===== src/rtl/trees_seq_pkg.sv =====
// Shared types and word-count helpers for the tree-ensemble job sequencer.
// DMA offsets count 64-bit words; each burst is padded to whole words.
package trees_seq_pkg;

  localparam int WORD_BITS = 64;

  typedef enum logic [2:0] {
    IDLE,
    CHECK,
    CONF,
    WAIT_DONE,
    ADVANCE,
    FINISH,
    FAIL
  } seq_state_e;

  // Features are 32-bit, so two of them share one 64-bit word.
  function automatic logic [31:0] feat_words(input logic [31:0] len, input logic [31:0] nf);
    logic [31:0] prod;
    prod = len * nf;
    return (prod + 32'd1) >> 1;
  endfunction

  // Predictions are 8-bit, so eight of them share one 64-bit word.
  function automatic logic [31:0] pred_words(input logic [31:0] len);
    return (len + 32'd7) >> 3;
  endfunction

endpackage


===== src/rtl/trees_watchdog.sv =====
// Cycle watchdog for the accelerator wait state; a zero limit never expires.
module trees_watchdog (
  input  logic        clk,
  input  logic        rst_n,
  input  logic        clear,
  input  logic        enable,
  input  logic [31:0] limit,
  output logic        expire
);

  logic [31:0] count_reg;

  always_ff @(posedge clk or negedge rst_n) begin
    if (!rst_n) begin
      count_reg <= '0;
    end else if (clear) begin
      count_reg <= '0;
    end else if (enable) begin
      count_reg <= count_reg + 32'd1;
    end
  end

  assign expire = enable && (limit != 32'd0) && (count_reg == limit - 32'd1);

endmodule


===== src/rtl/trees_job_sequencer.sv =====
// Splits an inference job into accelerator bursts, drives the accelerator
// config pins per burst and publishes per-burst DMA word offsets.
module trees_job_sequencer
  import trees_seq_pkg::*;
#(
  parameter int unsigned MAX_BURST = 5000,
  parameter int unsigned N_FEATURE = 32
) (
  input  logic        clk,
  input  logic        rst_n,
  input  logic        job_valid,
  output logic        job_ready,
  input  logic        job_load_trees,
  input  logic [31:0] job_n_samples,
  input  logic [31:0] job_n_features,
  input  logic [31:0] job_feat_base,
  input  logic [31:0] job_pred_base,
  input  logic [31:0] timeout_cycles,
  output logic [31:0] acc_load_trees,
  output logic [31:0] acc_n_features,
  output logic [31:0] acc_burst_len,
  output logic        acc_conf_done,
  input  logic        acc_done,
  output logic [31:0] burst_feat_offset,
  output logic [31:0] burst_pred_offset,
  output logic [31:0] bursts_done,
  output logic        busy,
  output logic        job_done,
  output logic        job_error
);

  seq_state_e  state;
  logic        lt_reg;
  logic [31:0] nf_reg;
  logic [31:0] feat_base_reg;
  logic [31:0] pred_base_reg;
  logic [31:0] remaining_reg;
  logic [31:0] feat_acc_reg;
  logic [31:0] pred_acc_reg;

  logic        wd_expire;
  logic        bad_cfg;
  logic        empty_job;
  logic        enter_conf;
  logic [31:0] rem_adv;
  logic [31:0] feat_adv;
  logic [31:0] pred_adv;
  logic [31:0] conf_rem;
  logic [31:0] conf_feat;
  logic [31:0] conf_pred;
  logic [31:0] conf_len;

  trees_watchdog u_watchdog (
    .clk    (clk),
    .rst_n  (rst_n),
    .clear  (state == CONF),
    .enable (state == WAIT_DONE),
    .limit  (timeout_cycles),
    .expire (wd_expire)
  );

  // A tree load runs with burst_len 0, so the accumulators see zero increments.
  always_comb begin
    bad_cfg   = !lt_reg && ((nf_reg == 32'd0) || (nf_reg > 32'(N_FEATURE)));
    empty_job = !lt_reg && (remaining_reg == 32'd0);
    rem_adv   = lt_reg ? 32'd0 : remaining_reg - acc_burst_len;
    feat_adv  = feat_acc_reg + feat_words(acc_burst_len, nf_reg);
    pred_adv  = pred_acc_reg + pred_words(acc_burst_len);

    conf_rem  = remaining_reg;
    conf_feat = feat_acc_reg;
    conf_pred = pred_acc_reg;
    if (state == ADVANCE) begin
      conf_rem  = rem_adv;
      conf_feat = feat_adv;
      conf_pred = pred_adv;
    end

    conf_len = conf_rem;
    if (lt_reg) begin
      conf_len = 32'd0;
    end else if (conf_rem > 32'(MAX_BURST)) begin
      conf_len = 32'(MAX_BURST);
    end

    enter_conf = ((state == CHECK) && !bad_cfg && !empty_job) ||
                 ((state == ADVANCE) && (rem_adv != 32'd0));
  end

  always_ff @(posedge clk or negedge rst_n) begin
    if (!rst_n) begin
      state             <= IDLE;
      lt_reg            <= 1'b0;
      nf_reg            <= '0;
      feat_base_reg     <= '0;
      pred_base_reg     <= '0;
      remaining_reg     <= '0;
      feat_acc_reg      <= '0;
      pred_acc_reg      <= '0;
      job_ready         <= 1'b1;
      acc_load_trees    <= '0;
      acc_n_features    <= '0;
      acc_burst_len     <= '0;
      acc_conf_done     <= 1'b0;
      burst_feat_offset <= '0;
      burst_pred_offset <= '0;
      bursts_done       <= '0;
      busy              <= 1'b0;
      job_done          <= 1'b0;
      job_error         <= 1'b0;
    end else begin
      acc_conf_done <= 1'b0;
      job_done      <= 1'b0;
      job_error     <= 1'b0;

      case (state)
        IDLE: begin
          if (job_valid && job_ready) begin
            lt_reg        <= job_load_trees;
            nf_reg        <= job_n_features;
            feat_base_reg <= job_feat_base;
            pred_base_reg <= job_pred_base;
            remaining_reg <= job_n_samples;
            feat_acc_reg  <= '0;
            pred_acc_reg  <= '0;
            bursts_done   <= '0;
            job_ready     <= 1'b0;
            busy          <= 1'b1;
            state         <= CHECK;
          end
        end
        CHECK: begin
          if (bad_cfg) begin
            job_error <= 1'b1;
            state     <= FAIL;
          end else if (empty_job) begin
            job_done <= 1'b1;
            state    <= FINISH;
          end else begin
            state <= CONF;
          end
        end
        CONF: begin
          state <= WAIT_DONE;
        end
        WAIT_DONE: begin
          if (acc_done) begin
            state <= ADVANCE;
          end else if (wd_expire) begin
            job_error <= 1'b1;
            state     <= FAIL;
          end
        end
        ADVANCE: begin
          bursts_done   <= bursts_done + 32'd1;
          remaining_reg <= rem_adv;
          feat_acc_reg  <= feat_adv;
          pred_acc_reg  <= pred_adv;
          if (rem_adv == 32'd0) begin
            job_done <= 1'b1;
            state    <= FINISH;
          end else begin
            state <= CONF;
          end
        end
        FINISH, FAIL: begin
          job_ready <= 1'b1;
          busy      <= 1'b0;
          state     <= IDLE;
        end
        default: begin
          state <= IDLE;
        end
      endcase

      // Accelerator config and offsets are captured on the edge entering CONF.
      if (enter_conf) begin
        acc_conf_done     <= 1'b1;
        acc_load_trees    <= {31'd0, lt_reg};
        acc_n_features    <= nf_reg;
        acc_burst_len     <= conf_len;
        burst_feat_offset <= feat_base_reg + conf_feat;
        burst_pred_offset <= pred_base_reg + conf_pred;
      end
    end
  end

endmodule


===== config.mk =====
export PLATFORM = sky130hd
export DESIGN_NAME = trees_job_sequencer
export DESIGN_NICKNAME = d
export VERILOG_FILES = /design/src/rtl/trees_seq_pkg.sv /design/src/rtl/trees_watchdog.sv /design/src/rtl/trees_job_sequencer.sv
export SDC_FILE = /design/constraint.sdc
export NUM_CORES = 2
export LEC_CHECK = 0
export ABC_AREA = 1
export BUFFER_PORTS_ARGS = -buffer_cell sky130_fd_sc_hd__buf_2
export CAP_MARGIN = 15
export CORE_ASPECT_RATIO = 0.7
export CORE_MARGIN = 4
export CORE_UTILIZATION = 40
export CTS_BUF_LIST = sky130_fd_sc_hd__clkbuf_4
export CTS_CLUSTER_SIZE = 12
export DETAILED_ROUTE_END_ITERATION = 10
export RECOVER_POWER = 25
export SLEW_MARGIN = 20
export SYNTH_ARGS = -nofsm -noshare
export SYNTH_HDL_FRONTEND = slang
export SYNTH_SLANG_ARGS = --single-unit

===== constraint.sdc =====
create_clock -name clk -period 8.5 [get_ports clk]
set_input_delay 0 -clock clk [delete_from_list [all_inputs] [get_ports clk]]
set_output_delay 0 -clock clk [all_outputs]
set_load 0.005 [all_outputs]

### After elaboration in Yosys (flattened, before gate mapping)

Cells that the tools add are included.

| operators by class | value |
|---|---|
| reduce and logical (&&, ||, !) cells | 27 |
| multipliers | 1 |
| $add $sub $neg | 10 |
| equality and inequality tests | 9 |
| magnitude comparators | 2 |
| multiplexer cells | 34 |

Operators with widths:

| cell | count |
|---|---|
| 32-bit 2-to-1 mux | 10 |
| 32-bit case mux with 2 select lines | 4 |
| 32-bit by 1-bit adder with 32-bit output (second input constant) | 3 |
| 32-bit logical NOT | 3 |
| 32-bit adder | 2 |
| 32-bit nonzero test | 2 |
| 32-bit by 29-bit adder with 32-bit output | 1 |
| 32-bit by 3-bit adder with 32-bit output (second input constant) | 1 |
| 32-bit by 31-bit adder with 32-bit output | 1 |
| 32-bit == test | 1 |
| 32-bit by 13-bit > comparator with 1-bit output (second input constant) | 1 |
| 32-bit by 6-bit > comparator with 1-bit output (second input constant) | 1 |
| 32-bit by 32-bit multiplier with 32-bit output | 1 |
| 32-bit by 1-bit subtractor with 32-bit output (second input constant) | 1 |
| 32-bit subtractor | 1 |
| 3-bit 2-to-1 mux | 6 |
| 3-bit case mux with 5 select lines | 1 |
| 3-bit == test (second input constant) | 3 |
| 1-bit 2-to-1 mux | 9 |
| 1-bit logical AND | 8 |
| 1-bit case mux with 2 select lines | 4 |
| 2-bit AND reduction | 4 |
| 3-bit by 2-bit == test with 1-bit output (second input constant) | 2 |
| 2-bit nonzero test | 3 |
| other kinds (7) | 10 |

| storage, ports and cells | value |
|---|---|
| input port bits | 165 |
| flip-flop bits (word level) | 394 |
| logic and storage cells | 103 |
| output and inout port bits | 197 |

### Longest topological paths before layout

| logic depth | value |
|---|---|
| depth after elaboration | 8 |
| gate-level depth with buffers | 54 |

### Modules after synthesis

Synthesis repeated with hierarchy kept, for this count alone.

| second synthesis, totals | value |
|---|---|
| cells, all modules | 6182 |
| area, all modules | 44291.2 sq um |

Modules (own cells, without submodules):

| module | times used | cells each | area an instance (sq um) |
|---|---|---|---|
| trees_job_sequencer | 1 | 5635 | 41024.3 |
| trees_watchdog | 1 | 547 | 3266.9 |

### Least setup slack after synthesis

No wires, ideal clock.

| path | value |
|---|---|
| kind | register -> register |
| from | register nf_reg[5] |
| to | register burst_feat_offset[30] |
| cell stages (with the launch flop) | 45 |
| buffers on the path | 2 |
| data arrival time | 9.072 ns |
| slack | -0.694 ns |
| data required time | 8.377 ns |
| period minus slack after synthesis | 9.194 ns |
| path through | dfrtp_1 -> clkbuf_1 -> clkbuf_1 -> nand2_1 -> inv_1 -> fa_1 -> fa_1 -> fa_1 -> inv_1 -> fa_1 -> inv_1 -> fa_1 -> inv_1 -> fa_1 -> inv_1 -> fa_1 -> fa_1 -> ha_1 -> [9 not listed] -> nand2_1 -> a31oi_1 -> o21ai_0 -> a21oi_1 -> nand2_1 -> o21ai_0 -> nand2_1 -> ha_1 -> nand2_1 -> nor4_1 -> nand3_1 -> nand3_1 -> nand3_1 -> nand2_1 -> nand4_1 -> nand2_1 -> xor2_1 -> o21ai_1 |

| between the ends | value |
|---|---|
| longest elaborated chain between the ends | 7 |
| elaborated cells on any way between the ends | 13 |
| classes of those cells | 3 x add/sub; 1 x mul; 1 x order compare; 1 x mux; 7 x reduce/logical |

RTL lines:

| item | line | text |
|---|---|---|
| from (decl) | trees_job_sequencer.sv:34 | `logic [31:0] nf_reg;` |
| from (signal assigned) | trees_job_sequencer.sv:120 | `nf_reg <= job_n_features;` |
| parallel branches: the longest is 7 deep, another holds 32-bit by 32-bit multiplier with 32-bit output | - |  |
| to (signal assigned) | trees_job_sequencer.sv:182 | `burst_feat_offset <= feat_base_reg + conf_feat;` |
| to (decl) | trees_job_sequencer.sv:24 | `output logic [31:0] burst_feat_offset,` |

Parallel ways; which one is timed is not known.
A chain may end at the register's enable or synchronous reset.

### Worst setup path after layout

| path | value |
|---|---|
| from | register acc_burst_len[16] |
| to | register burst_feat_offset[31] |

| between the ends | value |
|---|---|
| longest elaborated chain between the ends | 5 |
| elaborated cells on any way between the ends | 10 |
| classes of those cells | 4 x add/sub; 1 x mul; 2 x mux; 3 x reduce/logical |

RTL lines:

| item | line | text |
|---|---|---|
| from (decl) | trees_job_sequencer.sv:21 | `output logic [31:0] acc_burst_len,` |
| from (signal assigned) | trees_job_sequencer.sv:181 | `acc_burst_len <= conf_len;` |
| 32-bit by 32-bit multiplier with 32-bit output / 32-bit subtractor (equally long branches) | trees_seq_pkg.sv:20, trees_job_sequencer.sv:66 |  |
| 32-bit by 1-bit adder with 32-bit output / 32-bit 2-to-1 mux (equally long branches) | trees_seq_pkg.sv:21, trees_job_sequencer.sv:66 |  |
| 32-bit by 31-bit adder with 32-bit output / 32-bit nonzero test (equally long branches) | trees_job_sequencer.sv:67, trees_job_sequencer.sv:87 |  |
| 32-bit 2-to-1 mux / 1-bit logical AND (equally long branches) | trees_job_sequencer.sv:73, trees_job_sequencer.sv:87 |  |
| 32-bit adder / 1-bit logical OR (equally long branches) | trees_job_sequencer.sv:182, trees_job_sequencer.sv:86 |  |

Several ways; a longest one is shown, not always the timed one.

==> flow_summary.yaml <==
cells_and_area:
  finalNonFillerCells: 8616
  area_growth_pct: 26.96
  final_area_um2: 55950
  nets: 7945
  drive_gt1_frac: 0.1810
  post-route-util: 0.5136
pwr:
  p_sw_frac: 0.5137
  ir_worst_vdd_mv: 0.2932
  pwr-share-clk: 0.088
  power_density_nw_per_um2: 367.6
  internal-power_uw: 10000
  total_leakage_power_uw: 0.03114
  p_sw_uw: 10560
  combPwrFrac: 0.757
  pwr-share-seq: 0.155
placement:
  post-place-ws_ps: -1026
  dpl_cell_area_um2: 50180
  hpwl_um: 120000
  place_congestion: 0.9674
  io_buffers: 330
  place_inst: 8041
floorplan:
  die_w_um: 404.7
  rows: 101
  initial_core_util: 0.4046
  coreArea_um2: 108900
  die_area_um2: 115600
  die_h_um: 285.7
  boundaryPins: 362
global_route:
  antenna_found_initial: 6
  grt_pass1_vias: 42600
  grt_max_degree: 138
  grt_pass1_wl_um: 238700
  grt_usage: 0.2622
  grt_overflow_total: 0
cts:
  cts_tree: "yes"
  cts_buffer_depth: 3
  cts_root_buffer: "clkbuf_4"
  cts_num_sinks: 394
  h-tree-depth: 3
  clk_latency_ps: 1040
  numCtsBuffers: 110
  clkSlewWorstSetupHoldPaths_ps: 70
drt:
  vias: 42960
  firstDrtPassIters: 7
  drt-initial-drc-count: 3453
  drcViolationCount: 0
  viasPerCell: 4.986
  wl_per_cell_um: 17.80
  wl_um: 153400
  antenna_left: 0
synth:
  synth-edff-count: 0
  synth-main-ff-cell: "dfrtp_1"
  netlist.top_cell.by_area: "dfrtp_1"
  synth_area_um2: 44070
  yosysWarnings: 0
  synth_top_cell_area_share: 0.2231
  synth_cell_types: 73
  avgSynthCellArea_um2: 7.304
  synth_seq_cells: 394
  async_reset_ff_frac: 1.000
  yosys-top-cells-area: "dfrtp_1, fa_1, nand2_1"
  synth_commonest_cells: "nand2_1, inv_1, fa_1"
  synth-seq-area-share: 0.2237
  synth.most_common_cell: "nand2_1"
  synth_cells: 6034
worst_setup_path:
  critPathMaxFanout: 5
  cpPeakStageDelay_ps: 580
  critPathLaunchType: "register"
  slowest_stage: "fa_1"
  end_kind: "register"
  cp_common_cell: "fa_1"
  crit_required_ps: 9360
  worstSetupPathType: "reg2reg"
  arrival_ps: 10200
status:
  status: "complete, but fails checks"
  violations: "max-capacitance violations, max-slew violations, negative setup slack"
flow_run:
  maxCapViolCount: 3
sta:
  rsz0062_at_grt: "yes"
  skew_ps: 110.4
  final-setup-viol-count: 17
  hold_viol: 0
  relSlewSlack: -1.750
  fin_crit_sh: 1.099
  drv_slew: 194
  fmax_ghz: 0.1070
  min_period_ps: 9342
  worstMarginPinSlew_ps: 4126
  setup_ws_ps: -842.1
  fin_tns_setup_ps: -8370
hold_path:
  hp-class: "in2reg"
-- metal layers --
layer	GRT usage	vias up	share of wire
met1	0.3808	20750	0.47
li1	-	20630	-
met3	0.05642	193	0.080
met5	0	-	0
met2	0.4000	1385	0.43
met4	0.05912	0	0.021
-- layout make-up --
class,instances,area [um2]
diodes,7,17.52
flip-flops and latches,394,9877
clock inverters,35,175.2
inverters,1176,4425
well taps,1442,1804
clock buffers,161,1209
repair buffers,1160,8945
fillers,10630,52980
multi-input cells,4241,29500
-- what timing repair did --
action / in CTS / in global routing
gates cloned: 0 / 0
setup buffers: 41 / 12
setup endpoints to repair: 20 / 22
endpoints found under the hold margin: 324 / 0
pin swaps: 99 / 33
gates resized for setup: 145 / 65
hold buffers: 319 / 0
-- placed cells by master, fill, tap and decap left out, types with 134 or more instances in the layout --
cell,Yosys,routed
nand2_1,1830,1808
inv_1,1152,1140
buf_4,33,477
fa_1,414,400
dfrtp_1,393,380
dlygate4sd3_1,0,318
buf_2,11,299
ha_1,283,265
nor2_1,263,257
o21ai_0,282,241
a21oi_1,274,234
clkbuf_4,0,161
nand3_1,161,155
xor2_1,142,134
-- kinds of logic after synthesis --
logic type | share of synthesized area
adders and majority gates | 0.2684
AOI/OAI and AO/OA | 0.09676
muxes | 0.001391
xor gates and xnor gates | 0.04531
buffers and inverters | 0.1289
DFF | 0.2237
other | 0.00008509
and+or+nand+nor | 0.2354
-- path summary, 6_finish.rpt --
path	start	endpoint	slack, ps	depth (start not counted)
max	acc_burst_len[16]	burst_feat_offset[31]	-840	42
min	timeout_cycles[30]	job_error	250	9
max reg2reg	acc_burst_len[16]	burst_feat_offset[31]	-840	42
min reg2reg	acc_n_features[0]	acc_n_features[0]	470	2
max in group asynchronous	rst_n	pred_base_reg[24]	3940	4
min in group asynchronous	rst_n	burst_feat_offset[22]	1800	4
-- per-stage QoR --
stage	total power (uW)	hold WS, ps
after global routing	22390	155.1
after CTS	20110	119.4
after detailed placement	17210	18.55
after global placement	17080	16.36
final	20570	252.6
after floorplan	11280	-295.6
-- power by group through the flow --
| stage | sequential [uW] | combinational [uW] | clock (uW) |
|---|---|---|---|
| 3_5_place_dp | 3170 | 14000 | 0 |
| 4_1_cts | 3150 | 15100 | 1890 |
| 2_1_floorplan | 2930 | 8350 | 0 |
| 5_1_grt | 3240 | 17200 | 2000 |
| 3_3_place_gp | 3160 | 13900 | 0 |
| 6_report | 3180 | 15600 | 1820 |
-- worst max-delay path: cells and delay by family, from the launching register on --
kind	cells	cell delay [ps]
and+or+nand+nor	12	1290
adders and majority gates	11	4990
buffers and inverters	7	810
AOI/OAI and AO/OA	10	1310
xor gates and xnor gates	2	330
DFF	1	460
No activity file was read; power rests on OpenSTA's default activity.
